==> src/rtl/pipe_pkg.sv <==
// Shared types for the pipeline back-path: the 38-bit forwarding bundle
// and the MEM slot state encoding.
package pipe_pkg;

  localparam int BACK_W = 38;
  localparam int CTR_W  = 8;

  typedef enum logic [1:0] {
    EMPTY     = 2'd0,
    ALU       = 2'd1,
    LOAD_WAIT = 2'd2
  } mem_slot_e;

  typedef struct packed {
    logic        regWrite;
    logic [31:0] Wd;
    logic [4:0]  rd;
  } back_bus_t;

  // A destination matches a source only when it is a real register.
  function automatic logic reg_match(
    input logic [4:0] rd,
    input logic [4:0] rs
  );
    return (rd != 5'd0) && (rd == rs);
  endfunction

endpackage

==> src/rtl/load_wait_ctr.sv <==
// Wait counter for a load parked in MEM: decodes data return and the
// bounded-wait timeout.
module load_wait_ctr
  import pipe_pkg::*;
#(
  parameter int LOAD_TIMEOUT = 16
) (
  input  logic clk,
  input  logic rst_n,
  input  logic start,
  input  logic waiting,
  input  logic rvalid,
  output logic retire,
  output logic timeout
);

  localparam logic [CTR_W-1:0] LAST = CTR_W'(LOAD_TIMEOUT - 1);

  logic [CTR_W-1:0] cnt_q;
  logic [CTR_W-1:0] cnt_d;
  logic             at_last;

  always_comb begin
    at_last = (cnt_q == LAST);
    retire  = waiting && (rvalid || at_last);
    timeout = waiting && !rvalid && at_last;
    cnt_d   = cnt_q;
    // A new load restarts the count even if the old one retires now.
    if (start) begin
      cnt_d = '0;
    end else if (waiting && !retire) begin
      cnt_d = cnt_q + 1'b1;
    end
  end

  always_ff @(posedge clk or negedge rst_n) begin
    if (!rst_n) begin
      cnt_q <= '0;
    end else begin
      cnt_q <= cnt_d;
    end
  end

endmodule

==> src/rtl/back_bus_pipe.sv <==
// EX/MEM and MEM/WB result slots feeding the forwarding unit, with
// load-use hazard detection and a bounded load-wait stall.
module back_bus_pipe
  import pipe_pkg::*;
#(
  parameter int LOAD_TIMEOUT = 16
) (
  input  logic              clk,
  input  logic              rst_n,
  input  logic              ex_valid,
  input  logic              ex_regWrite,
  input  logic              ex_memRead,
  input  logic [4:0]        ex_rd,
  input  logic [31:0]       ex_result,
  input  logic              flush,
  input  logic [4:0]        id_rs,
  input  logic [4:0]        id_rt,
  input  logic              id_uses_rt,
  input  logic [31:0]       dmem_rdata,
  input  logic              dmem_rvalid,
  output logic [BACK_W-1:0] MEM_BACK,
  output logic [BACK_W-1:0] WB_BACK,
  output logic              USE_MEM_BACK,
  output logic              USE_WB_BACK,
  output logic              stall_id,
  output logic              stall_mem,
  output logic              load_timeout
);

  mem_slot_e state_q;
  mem_slot_e state_d;
  back_bus_t mem_q;
  back_bus_t mem_d;
  back_bus_t wb_q;
  back_bus_t wb_d;
  logic      to_q;
  logic      to_d;

  logic ld_waiting;
  logic ld_start;
  logic ld_retire;
  logic ld_timeout;
  logic kill;

  assign ld_waiting = (state_q == LOAD_WAIT);
  assign kill       = !ex_valid || flush;

  load_wait_ctr #(
    .LOAD_TIMEOUT(LOAD_TIMEOUT)
  ) u_ctr (
    .clk    (clk),
    .rst_n  (rst_n),
    .start  (ld_start),
    .waiting(ld_waiting),
    .rvalid (dmem_rvalid),
    .retire (ld_retire),
    .timeout(ld_timeout)
  );

  always_comb begin
    stall_mem = ld_waiting && !ld_retire;
    state_d   = state_q;
    mem_d     = mem_q;
    ld_start  = 1'b0;
    // While stalled the MEM slot is older than EX, so flush cannot touch it.
    if (!stall_mem) begin
      mem_d = '0;
      unique case (1'b1)
        kill: begin
          state_d = EMPTY;
        end
        (!kill && ex_memRead): begin
          state_d        = LOAD_WAIT;
          ld_start       = 1'b1;
          mem_d.regWrite = ex_regWrite;
          mem_d.rd       = ex_rd;
        end
        (!kill && !ex_memRead): begin
          state_d        = ALU;
          mem_d.regWrite = ex_regWrite;
          mem_d.Wd       = ex_result;
          mem_d.rd       = ex_rd;
        end
      endcase
    end
  end

  always_comb begin
    wb_d = '0;
    to_d = ld_timeout;
    unique case (1'b1)
      (state_q == ALU): begin
        wb_d = mem_q;
      end
      (ld_retire && !ld_timeout): begin
        wb_d    = mem_q;
        wb_d.Wd = dmem_rdata;
      end
      ld_timeout: begin
        wb_d.rd = mem_q.rd;
      end
      default: begin
      end
    endcase
  end

  always_ff @(posedge clk or negedge rst_n) begin
    if (!rst_n) begin
      state_q <= EMPTY;
      mem_q   <= '0;
      wb_q    <= '0;
      to_q    <= 1'b0;
    end else begin
      state_q <= state_d;
      mem_q   <= mem_d;
      wb_q    <= wb_d;
      to_q    <= to_d;
    end
  end

  assign MEM_BACK     = (state_q == EMPTY) ? '0 : mem_q;
  assign WB_BACK      = wb_q;
  assign USE_MEM_BACK = (state_q == ALU) && mem_q.regWrite;
  assign USE_WB_BACK  = wb_q.regWrite && (wb_q.rd != 5'd0);
  assign load_timeout = to_q;

  // Gated by reset so every output reads 0 while rst_n is low.
  assign stall_id = rst_n && ex_valid && !flush && ex_memRead &&
                    ex_regWrite &&
                    (reg_match(ex_rd, id_rs) ||
                     (id_uses_rt && reg_match(ex_rd, id_rt)));

endmodule

==> config.mk <==
export PLATFORM = sky130hd
export DESIGN_NAME = back_bus_pipe
export DESIGN_NICKNAME = d
export VERILOG_FILES = /design/src/rtl/pipe_pkg.sv /design/src/rtl/load_wait_ctr.sv /design/src/rtl/back_bus_pipe.sv
export SDC_FILE = /design/constraint.sdc
export NUM_CORES = 1
export LEC_CHECK = 0
export ABC_AREA = 1
export CAP_MARGIN = 25
export CORE_MARGIN = 2
export CORE_UTILIZATION = 44
export DETAILED_ROUTE_END_ITERATION = 8
export GPL_TIMING_DRIVEN = 1
export PLACE_DENSITY = 0.9
export SYNTH_ARGS = -nofsm -noshare
export SYNTH_HDL_FRONTEND = slang
export SYNTH_HIERARCHICAL = 1
export SYNTH_SLANG_ARGS = --single-unit
==> constraint.sdc <==
create_clock -name clk -period 3.1 [get_ports clk]
set_clock_uncertainty 0.1 [all_clocks]
set_input_delay 0.465 -clock clk [delete_from_list [all_inputs] [get_ports clk]]
set_output_delay 0.465 -clock clk [all_outputs]
set_load 0.005 [all_outputs]
==> results of run 1 <==
synthesized netlist by cell type, types with 2 or more instances:
cell type | number | area (um2)
a21oi_1 | 5 | 25.0
buf_12 | 3 | 60.1
buf_2 | 9 | 45.0
clkbuf_1 | 8 | 30.0
dfrtp_1 | 87 | 2180
inv_1 | 65 | 244
inv_2 | 5 | 18.8
nand2_1 | 57 | 214
nand2_2 | 32 | 200
nand2_4 | 2 | 22.5
nand3_1 | 49 | 245
nand3b_1 | 3 | 22.5
nand4_1 | 3 | 18.8
nor2_1 | 59 | 221
nor2_2 | 4 | 25.0
nor2_4 | 3 | 33.8
o21ai_0 | 37 | 185
o21ai_1 | 2 | 10.0
o21ai_2 | 29 | 254
o22ai_1 | 5 | 31.3
area by class of cell:
type                    instances  area, um2
well taps                     111        139
flip-flops and latches         87       2180
fillers                       725       3090
inverters                      72        273
clock inverters                 4       51.3
clock buffers                  12        155
repair buffers                175       1730
multi-input cells             295       1580
worst reg2reg max path, cell delays in order, from the launching register on:
cell and delay (ns):
dfrtp_1 0.43, ha_1 0.21, nand2_2 0.09, nor2_4 0.12
nand3_2 0.16, a21oi_4 0.19, inv_2 0.07, nand2_4 0.14
nand2_2 0.13, nor2_1 0.16, inv_1 0.22, nand3_1 0.15
nand2_1 0.06
power by group through the flow:
stage / logic [mW] / registers, mW / clock network (mW)
2_1_floorplan: 0.574 / 1.37 / 0
3_3_place_gp: 1.03 / 1.37 / 0
3_5_place_dp: 1.06 / 1.37 / 0
4_1_cts: 1.07 / 1.35 / 0.841
5_1_grt: 1.15 / 1.37 / 0.892
6_report: 1.06 / 1.35 / 0.823
flip-flops by register name, summed over array words and instances, names as in the netlist:
register / cells
WB_BACK: 38
load_timeout: 1
u_ctr/cnt_q: 8
state_q: 2
mem_q: 38
metrics by stage:
step,instance area [um2],util
floorplan,4170,-
global route,6110,0.664
finish,6110,0.664
global placement,5890,0.641
detailed placement,5890,0.641
CTS,6110,0.664
path summary, 6_finish.rpt:
| kind | startpoint | slack (ns) | end | cells past startpoint |
|---|---|---|---|---|
| max | u_ctr/cnt_q[0]$_DFFE_PN0P_ | 0.25 | stall_mem | 9 |
| min | mem_q[1]$_DFFE_PN0N_ | 0.37 | WB_BACK[1]$_DFF_PN0_ | 2 |
| max reg2reg | u_ctr/cnt_q[0]$_DFFE_PN0P_ | 0.76 | u_ctr/cnt_q[7]$_DFFE_PN0P_ | 12 |
| min reg2reg | mem_q[1]$_DFFE_PN0N_ | 0.37 | WB_BACK[1]$_DFF_PN0_ | 2 |
| max in group asynchronous | rst_n | 1.28 | mem_q[29]$_DFFE_PN0N_ | 3 |
| min in group asynchronous | rst_n | 0.43 | WB_BACK[36]$_DFF_PN0_ | 2 |
layer usage:
metal	GRT usage	wire, um	vias to the layer above
met5	0	0	-
met4	0.0821	134	0
met3	0.0414	652	13
met2	0.416	6150	131
met1	0.271	4710	1863
li1	-	-	1821
cells by family (layout without fill, tap and decap cells):
kind of cell             count (synthesis)  in the layout  share of synthesized area
XOR/XNOR                                 1              1                    0.00210
buffers and inverters                   94            263                      0.102
flip-flops                              87             87                      0.522
AND/OR/NAND/NOR                        214            214                      0.247
adder cells (fa/ha/maj)                  1              1                    0.00300
AO/OA/AOI/OAI                           79             79                      0.123
==> flow_metrics.tcl, run 1 <==
set metrics [dict create \
    outcome "complete, no violations" \
    coreArea_um2 9200 \
    cts_setup_buffers 0 \
    hold_class "reg -> reg" \
    fmax_mhz 351 \
    grt_max_degree 73 \
    crit_path_max_fanout 10 \
    fp.dieW_um 101 \
    cts_resized 0 \
    slew_headroom 0.390 \
    diodes 0 \
    wl_per_cell_um 15.4 \
    cts_root_buf "clkbuf_8" \
    grt.overflow.total 0 \
    syn_inst 476 \
    critPathKind "reg -> out" \
    drtAntennaViolNets 0 \
    whs_ns 0.368 \
    num_io_pins 168 \
    rsz0062_at_grt "no" \
    pre_cts_ws_ns 0.457 \
    syn_nets 564 \
    slowest_delay_ns 0.45 \
    final_cell_mix "clkdlybuf4s50_1 (166), dfrtp_1 (87), inv_1 (65)" \
    sw_frac_of_total 0.336 \
    crit_required_ns 2.53 \
    layout.nets 728 \
    maxCapViolations 0 \
    ir_drop_uv 290 \
    clk_pin_slew_ns 0.09 \
    layout_setup_ws_ns 0.252 \
    worst_pin_slew_ns 0.915 \
    cts_buffers 9 \
    p_clk_frac 0.255 \
    critPathBufInv 3 \
    cts_tree "done" \
    p_sw_mw 1.08 \
    dieArea_um2 10300 \
    finalHoldViolations 0 \
    comb_power_share 0.327 \
    grt_pass1_wl_mm 18.4 \
    ys_ff_latch 87 \
    gp_congestion 0.842 \
    ys_warn_count 6 \
    final_layout_size_suffix_gt1_frac 0.160 \
    syn_area_um2 4170 \
    seq_power_share 0.418 \
    clock_path_buffers 2 \
    routed-via-count 3828 \
    startpoint_type "flip-flop" \
    area_delta_synth_final_pct 46.6 \
    cts_sinks 87 \
    cp_data_arrival_time_ns 2.28 \
    drc 0 \
    power_density_nw_per_um2 529 \
    drt-total-wl_mm 11.7 \
    antenna_found_initial 0 \
    syn_area_per_cell_um2 8.76 \
    synth-edff-count 0 \
    initialDrtViolationCount 114 \
    die_h_um 101 \
    async_flop_share 1.00 \
    ys.flop_type "dfrtp_1" \
    layout.cells.non_filler 756 \
    io_buffers 167 \
    internal-power_mw 2.15 \
    drt-pass1-iter-count 4 \
    setup_viol_count_final 0 \
    finalMaxSlewViolations 0 \
    crit_path_top_delay_cell "clkdlybuf4s50_1" \
    grtUsageTotal 0.229 \
    htree_num_levels 3 \
    path_delay_family "buffers and inverters" \
    place_inst 739 \
    period_share 0.919 \
    postCtsHoldBufs 1 \
    clkLatencyLatePin_ns 0.34 \
    initial_core_util 0.453 \
    tns_ns 0 \
    grt_pass1_vias 3988 \
    worstSetupEndpointType "output pin" \
    routed_via_density 5.06 \
    rows 35 \
    ys_seq_area_frac 0.522 \
    fin_crit_ns 2.85 \
    p_leak_nw 2.72 \
    synthDistinctLibCells 29 \
    final_common_cell "clkdlybuf4s50_1" \
    worstPathCellList "ha_1 -> nand2_2 -> nor2_4 -> nand3_2 -> a21oi_4 -> inv_2 -> nand2_4 -> inv_1 -> clkdlybuf4s50_1" \
    power_mw 3.23 \
    dp.final_hpwl_mm 8.32 \
]
(Power assumes the default switching activity.)
==> run 2: changes to the inputs <==
--- a/config.mk
+++ b/config.mk
@@ -6,7 +6,6 @@
 export NUM_CORES = 1
 export LEC_CHECK = 0
 export ABC_AREA = 1
-export CAP_MARGIN = 25
 export CORE_MARGIN = 2
 export CORE_UTILIZATION = 44
 export DETAILED_ROUTE_END_ITERATION = 8
==> results of run 2 <==
Same layout as run 1: the final DEF is identical, and so are final timing and power.
